File: src/rtl/fetch_stage_pkg.sv
// Shared definitions for the instruction-fetch stage: FSM state type,
// bubble instruction constant, default reset vector and an alignment helper.
package fetch_stage_pkg;

  typedef enum logic [1:0] {
    F_IDLE = 2'd0,  // nothing outstanding
    F_WAIT = 2'd1,  // one live request outstanding for PCF
    F_DROP = 2'd2   // one stale (wrong-path) request outstanding
  } fetch_state_t;

  localparam logic [31:0] NOP_INSTR         = 32'h0000_0000;
  localparam logic [31:0] DEFAULT_RESET_VEC = 32'h0000_0000;

  // Redirect targets are always fetched word-aligned.
  function automatic logic [31:0] word_align(input logic [31:0] a);
    return {a[31:2], 2'b00};
  endfunction

endpackage

File: src/rtl/fetch_stage_pipe_reg_fd.sv
// Fetch->Decode pipeline register with stall, flush and synchronous reset.
// PC+4 / PC+8 are derived from the registered PC so they stay consistent
// with PCD under stall.
module pipe_reg_fd
  import fetch_stage_pkg::*;
(
  input  logic        clk,
  input  logic        reset_n,
  input  logic        stall,
  input  logic        flush,
  input  logic        ld_valid,
  input  logic [31:0] ld_instr,
  input  logic [31:0] ld_pc,
  input  logic        ld_arm,
  output logic        valid,
  output logic [31:0] instr,
  output logic [31:0] pc,
  output logic [31:0] pc_plus4,
  output logic [31:0] pc_plus8,
  output logic        arm
);

  logic        valid_q, valid_d;
  logic [31:0] instr_q, instr_d;
  logic [31:0] pc_q, pc_d;
  logic        arm_q, arm_d;

  // Flush beats stall; an unstalled cycle with nothing to load inserts a bubble.
  always_comb begin
    valid_d = valid_q;
    instr_d = instr_q;
    pc_d    = pc_q;
    arm_d   = arm_q;
    if (flush) begin
      valid_d = 1'b0;
      instr_d = NOP_INSTR;
    end else if (!stall) begin
      valid_d = ld_valid;
      instr_d = ld_valid ? ld_instr : NOP_INSTR;
      if (ld_valid) begin
        pc_d  = ld_pc;
        arm_d = ld_arm;
      end
    end
  end

  // Register update with synchronous active-low reset.
  always_ff @(posedge clk) begin
    if (!reset_n) begin
      valid_q <= 1'b0;
      instr_q <= NOP_INSTR;
      pc_q    <= 32'h0000_0000;
      arm_q   <= 1'b0;
    end else begin
      valid_q <= valid_d;
      instr_q <= instr_d;
      pc_q    <= pc_d;
      arm_q   <= arm_d;
    end
  end

  assign valid    = valid_q;
  assign instr    = instr_q;
  assign pc       = pc_q;
  assign pc_plus4 = pc_q + 32'd4;
  assign pc_plus8 = pc_q + 32'd8;
  assign arm      = arm_q;

endmodule

File: src/rtl/fetch_stage.sv
// Instruction-fetch stage: owns PCF, keeps at most one imem request in
// flight, discards wrong-path responses after a redirect, parks a response
// in a one-entry buffer while Decode is stalled, and feeds the F->D register.
module fetch_stage
  import fetch_stage_pkg::*;
#(
  parameter logic [31:0] RESET_VEC = DEFAULT_RESET_VEC
) (
  input  logic        clk,
  input  logic        reset_n,
  input  logic        StallF,
  input  logic        StallD,
  input  logic        FlushD,
  input  logic        armF,
  input  logic        PCSrcW,
  input  logic [31:0] ResultW,
  input  logic        BranchTakenE,
  input  logic [31:0] ALUResultE,
  input  logic        RVPCSrcE,
  input  logic [31:0] PCTargetE,
  output logic        imem_req,
  output logic [31:0] imem_addr,
  input  logic        imem_rvalid,
  input  logic [31:0] imem_rdata,
  output logic [31:0] InstrD,
  output logic [31:0] PCD,
  output logic [31:0] PCPlus4D,
  output logic [31:0] PCPlus8D,
  output logic        armD,
  output logic        ValidD
);

  fetch_state_t state_q, state_d;
  logic [31:0]  pcf_q, pcf_d;
  logic         bufvalid_q, bufvalid_d;
  logic [31:0]  buf_instr_q, buf_instr_d;
  logic [31:0]  buf_pc_q, buf_pc_d;
  logic         buf_arm_q, buf_arm_d;
  logic         req_arm_q, req_arm_d;

  logic         redirect, live_rsp, drain, buf_ok, slot_ready, req;
  logic [31:0]  target, next_pc;
  logic         ld_valid, ld_arm;
  logic [31:0]  ld_instr, ld_pc;

  // Redirect selection, response classification, issue decision and next PC.
  always_comb begin
    redirect = BranchTakenE | RVPCSrcE | PCSrcW;
    if (RVPCSrcE)          target = word_align(PCTargetE);
    else if (BranchTakenE) target = word_align(ALUResultE);
    else                   target = word_align(ResultW);

    // A response is live only for the request PCF names and only if no
    // redirect makes it wrong-path in the same cycle.
    live_rsp = (state_q == F_WAIT) && imem_rvalid && !redirect;
    drain    = bufvalid_q && !StallD && !FlushD;
    // The buffer must have room for whatever the next request returns; a
    // response parked this cycle blocks issue until Decode takes it.
    buf_ok   = redirect || ((!bufvalid_q || drain) && !(live_rsp && StallD));
    // WAIT and DROP can only issue once their outstanding response returns.
    slot_ready = (state_q == F_IDLE) || imem_rvalid;
    req        = reset_n && (!StallF || redirect) && buf_ok && slot_ready;

    // PCF always tracks the next address to fetch, even when no request
    // goes out this cycle (redirect while waiting, response parked in buffer).
    if (redirect)      next_pc = target;
    else if (live_rsp) next_pc = pcf_q + 32'd4;
    else               next_pc = pcf_q;
  end

  // FSM, PCF, skid buffer and F->D load selection.
  always_comb begin
    state_d = state_q;
    if (req) begin
      state_d = F_WAIT;
    end else begin
      case (state_q)
        F_WAIT: begin
          if (imem_rvalid)   state_d = F_IDLE;
          else if (redirect) state_d = F_DROP;
        end
        F_DROP: begin
          if (imem_rvalid) state_d = F_IDLE;
        end
        default: state_d = F_IDLE;
      endcase
    end

    pcf_d     = next_pc;
    req_arm_d = req ? armF : req_arm_q;

    bufvalid_d  = bufvalid_q;
    buf_instr_d = buf_instr_q;
    buf_pc_d    = buf_pc_q;
    buf_arm_d   = buf_arm_q;
    if (redirect) begin
      bufvalid_d = 1'b0;
    end else if (live_rsp && StallD) begin
      bufvalid_d  = 1'b1;
      buf_instr_d = imem_rdata;
      buf_pc_d    = pcf_q;
      buf_arm_d   = req_arm_q;
    end else if (drain) begin
      bufvalid_d = 1'b0;
    end

    ld_valid = bufvalid_q || live_rsp;
    ld_instr = bufvalid_q ? buf_instr_q : imem_rdata;
    ld_pc    = bufvalid_q ? buf_pc_q    : pcf_q;
    ld_arm   = bufvalid_q ? buf_arm_q   : req_arm_q;
  end

  // State registers with synchronous active-low reset.
  always_ff @(posedge clk) begin
    if (!reset_n) begin
      state_q     <= F_IDLE;
      pcf_q       <= RESET_VEC;
      bufvalid_q  <= 1'b0;
      buf_instr_q <= NOP_INSTR;
      buf_pc_q    <= 32'h0000_0000;
      buf_arm_q   <= 1'b0;
      req_arm_q   <= 1'b0;
    end else begin
      state_q     <= state_d;
      pcf_q       <= pcf_d;
      bufvalid_q  <= bufvalid_d;
      buf_instr_q <= buf_instr_d;
      buf_pc_q    <= buf_pc_d;
      buf_arm_q   <= buf_arm_d;
      req_arm_q   <= req_arm_d;
    end
  end

  assign imem_req  = req;
  assign imem_addr = reset_n ? next_pc : RESET_VEC;

  pipe_reg_fd u_pipe_reg_fd (
    .clk      (clk),
    .reset_n  (reset_n),
    .stall    (StallD),
    .flush    (FlushD),
    .ld_valid (ld_valid),
    .ld_instr (ld_instr),
    .ld_pc    (ld_pc),
    .ld_arm   (ld_arm),
    .valid    (ValidD),
    .instr    (InstrD),
    .pc       (PCD),
    .pc_plus4 (PCPlus4D),
    .pc_plus8 (PCPlus8D),
    .arm      (armD)
  );

endmodule

File: config.mk
export PLATFORM = sky130hd
export DESIGN_NAME = fetch_stage
export DESIGN_NICKNAME = d
export VERILOG_FILES = /design/src/rtl/fetch_stage_pkg.sv /design/src/rtl/fetch_stage_pipe_reg_fd.sv /design/src/rtl/fetch_stage.sv
export SDC_FILE = /design/constraint.sdc
export NUM_CORES = 1
export LEC_CHECK = 0
export BUFFER_PORTS_ARGS = -buffer_cell sky130_fd_sc_hd__buf_2
export CORE_MARGIN = 2
export CORE_UTILIZATION = 30
export DETAILED_ROUTE_END_ITERATION = 10
export PLACE_DENSITY = 0.58
export RECOVER_POWER = 50
export SYNTH_ARGS = -nofsm -noshare
export SYNTH_HDL_FRONTEND = slang
export SYNTH_SLANG_ARGS = --single-unit
File: constraint.sdc
create_clock -name clk -period 6.6 [get_ports clk]
set_input_delay 0.99 -clock clk [delete_from_list [all_inputs] [get_ports clk]]
set_output_delay 0.99 -clock clk [all_outputs]
set_load 0.02 [all_outputs]
==> results.toml <==
[sta]
max_freq_mhz = 191
fin_tns_setup_ns = 0
fin_crit_ns = 5.24
slew_violations = 230
slew_headroom_pct = -74.2
rsz0062_at_grt = "false"
fin_crit_sh_pct = 79.4
fin_skew_ns = 0.0107
worst_slew_pin_slew_ns = 2.61
final_hold_viol_count = 0
hold-worst-slack_ns = 0.464
setup_viol = 0

[synth]
synth_edf_count = 0
synth.area.top_cells = "dfxtp_1 38%, nand2_1 11%, mux2i_1 7.9%"
ys_seq_area_share_pct = 38.3
synth-seq-cells = 167
async_flop_share_pct = 0
synth_cell_type_count = 42
synthTopCellsByCount = "254 x nand2_1, 167 x dfxtp_1, 75 x clkbuf_1"
yosysWarnings = 0
synth_flop_cell = "dfxtp_1"
synthesis.area_sq_um = 8720
synth_fp_nets = 1221
yosysTopAreaCellShare_pct = 38.3
synth.largest_area_cell = "dfxtp_1"
synth_area_per_cell_sq_um = 8.07
yosysMostFrequentCell = "nand2_1"
postSynthCellCount = 1080

[clock_network]
cts_hold_buf = 0
cts_resized = 0
cts_htree_levels = 4
clk-insertion-delay-late_ns = 0.42
cts_tree = "built"
cts_setup_buffers = 0
numCtsBuffers = 17
cts_buffer_depth = 2
cts.sinks = 167
clk_root_buffer_cell = "clkbuf_16"
clk_pin_slew_ns = 0.07

[drt]
drc = 0
ant_nets = 0
drtIter0Drc = 534
drt-total-wl_mm = 27.0
wire_per_inst_um = 15.9
firstDrtPassIters = 5
dr_total_vias = 8232
viasPerCell = 4.85

[worst_hold_path]
min_path_type = "reg -> reg"

[flow_run]
max-cap-violations = 4

[layout]
final_nets = 1441
finalInstanceArea_sq_um = 10800
drive_gt1_share_pct = 19.0
synthToLayoutAreaGrowth_pct = 23.7
n_fill_cell = 3012
stdcell_count = 1699

[die]
ios = 301
start_util_pct = 30.5
core_sq_um = 28600
dieArea_sq_um = 30400
die_w_um = 174
rows = 62
die_y_um = 174

[power_and_ir_drop]
p_switching_w = 0.000611
p_comb_share_pct = 9.8
p_leak_nw = 4.50
power_w = 0.00227
clock_power_share_pct = 43.5
pwr-share-seq_pct = 46.7
p_int_w = 0.00165
power_density_nw_per_um2 = 210
ir_drop_mv = 0.150
netSwitchingFraction_pct = 27.0

[placement]
placedCellCount = 1665
portBuffers = 294
place_area_sq_um = 10300
gp_congestion = 0.801
hpwl_mm = 19.2

[critical_path]
slowest_delay_ns = 0.83
cp_top_family = "simple AND/OR/NAND/NOR gates"
cp-start-kind = "input port"
path_cells = "clkbuf_1, or3_1, nor4_4, and3_1, a311oi_1, nor2_1, buf_2"
cp_data_required_time_ns = 5.61
worst-path-buf-inv = 2
endpoint_kind = "output port"
cp_max_fo = 62
critical_path_class = "in -> out"
crit_slowest_cell = "nor4_4"
cp_data_arrival_time_ns = 4.25

[global_routing]
grt_pass1_vias = 7444
grt_usage_pct = 17.3
grt_remaining_overflow = 0
grt_max_degree = 93
grt_pass1_wl_mm = 42.2
antenna_found_initial = 2

[outcome]
status = "finished, violations left"
violations = "max-capacitance violations, max-slew violations"
[stage by stage]
| stage | utilization, % | setup slack [ns] |
|---|---|---|
| after floorplan | - | 2.76 |
| after global placement | 36.1 | 2.00 |
| after detailed placement | 36.1 | 2.00 |
| after CTS | 38.1 | 2.00 |
| after global routing | 37.7 | 0.980 |
| final | 37.7 | 1.36 |
[state kept, by name, indices dropped and copies added (netlist names)]
register / flops
state_q: 2
buf_pc_q: 32
u_pipe_reg_fd.pc: 32
u_pipe_reg_fd.instr: 32
pcf_q: 32
u_pipe_reg_fd.valid: 1
u_pipe_reg_fd.arm: 1
buf_instr_q: 32
buf_arm_q: 1
bufvalid_q: 1
req_arm_q: 1
[layout by cell type (no fill, tap or decap), types with 30 or more instances in the layout]
master     synthesis  final
a21boi_0          65     65
a21oi_1           30     30
a2bb2oi_1         33     33
buf_2              5    205
clkbuf_1          75     89
dfxtp_1          167    166
mux2i_1           69     69
nand2_1          254    254
nand3_1           33     33
nor2_1            64     64
o211a_1           33     33
o21ai_0           32     32
xnor2_1           39     39
xor2_1            40     40
[worst register-to-register path, delay by kind of cell (launching register included)]
kind,cells,cell delay [ns]
buf+inv,1,1.86
compound gates,2,0.42
simple gates,3,0.88
flops,1,0.34
[power groups by stage]
stage / Clock (W) / Sequential [W] / Combinational [W]
3_5_place_dp: 0 / 0.00108 / 0.000224
2_1_floorplan: 0 / 0.00107 / 0.000134
5_1_grt: 0.00105 / 0.00106 / 0.000245
3_3_place_gp: 0 / 0.00108 / 0.000223
6_report: 0.000985 / 0.00106 / 0.000222
4_1_cts: 0.00102 / 0.00106 / 0.000225
[path summary, 6_finish.rpt]
path | start | endpoint | slack (ns) | depth (start not counted)
worst max-delay path | RVPCSrcE | imem_addr[29] | 1.36 | 7
worst min-delay path | buf_pc_q[25] | buf_pc_q[25] | 0.46 | 2
worst max register to register | state_q[1] | u_pipe_reg_fd.pc[12] | 3.00 | 6
worst min register to register | buf_pc_q[25] | buf_pc_q[25] | 0.46 | 2
[logic make-up after synthesis]
group	after synthesis	synth area share, %
compound gates	229	19.0
buf+inv	107	5.15
mux	69	7.92
xor+xnor	79	7.93
simple gates	426	21.2
fa+ha+maj	3	0.430
flops	167	38.3
[routing by layer]
layer | GRT usage [%] | vias up | routed length [um]
li1 | - | 4159 | -
met4 | 4.55 | 0 | 275
met1 | 25.2 | 3803 | 13500
met3 | 2.62 | 19 | 1310
met2 | 26.7 | 251 | 11900
met5 | 0 | - | 0
[final cells by class]
cell class,count,area (sq um),share of cell area [%]
antenna,2,5.00,0.0464
inverter,6,22.5,0.209
timing repair buffer,302,1420,13.1
tap,384,480,4.45
clock inverter,15,161,1.50
sequential,167,3350,31.0
clock buffer,17,425,3.94
multi-input combinational,806,4930,45.7
(Power assumes the default switching activity.)
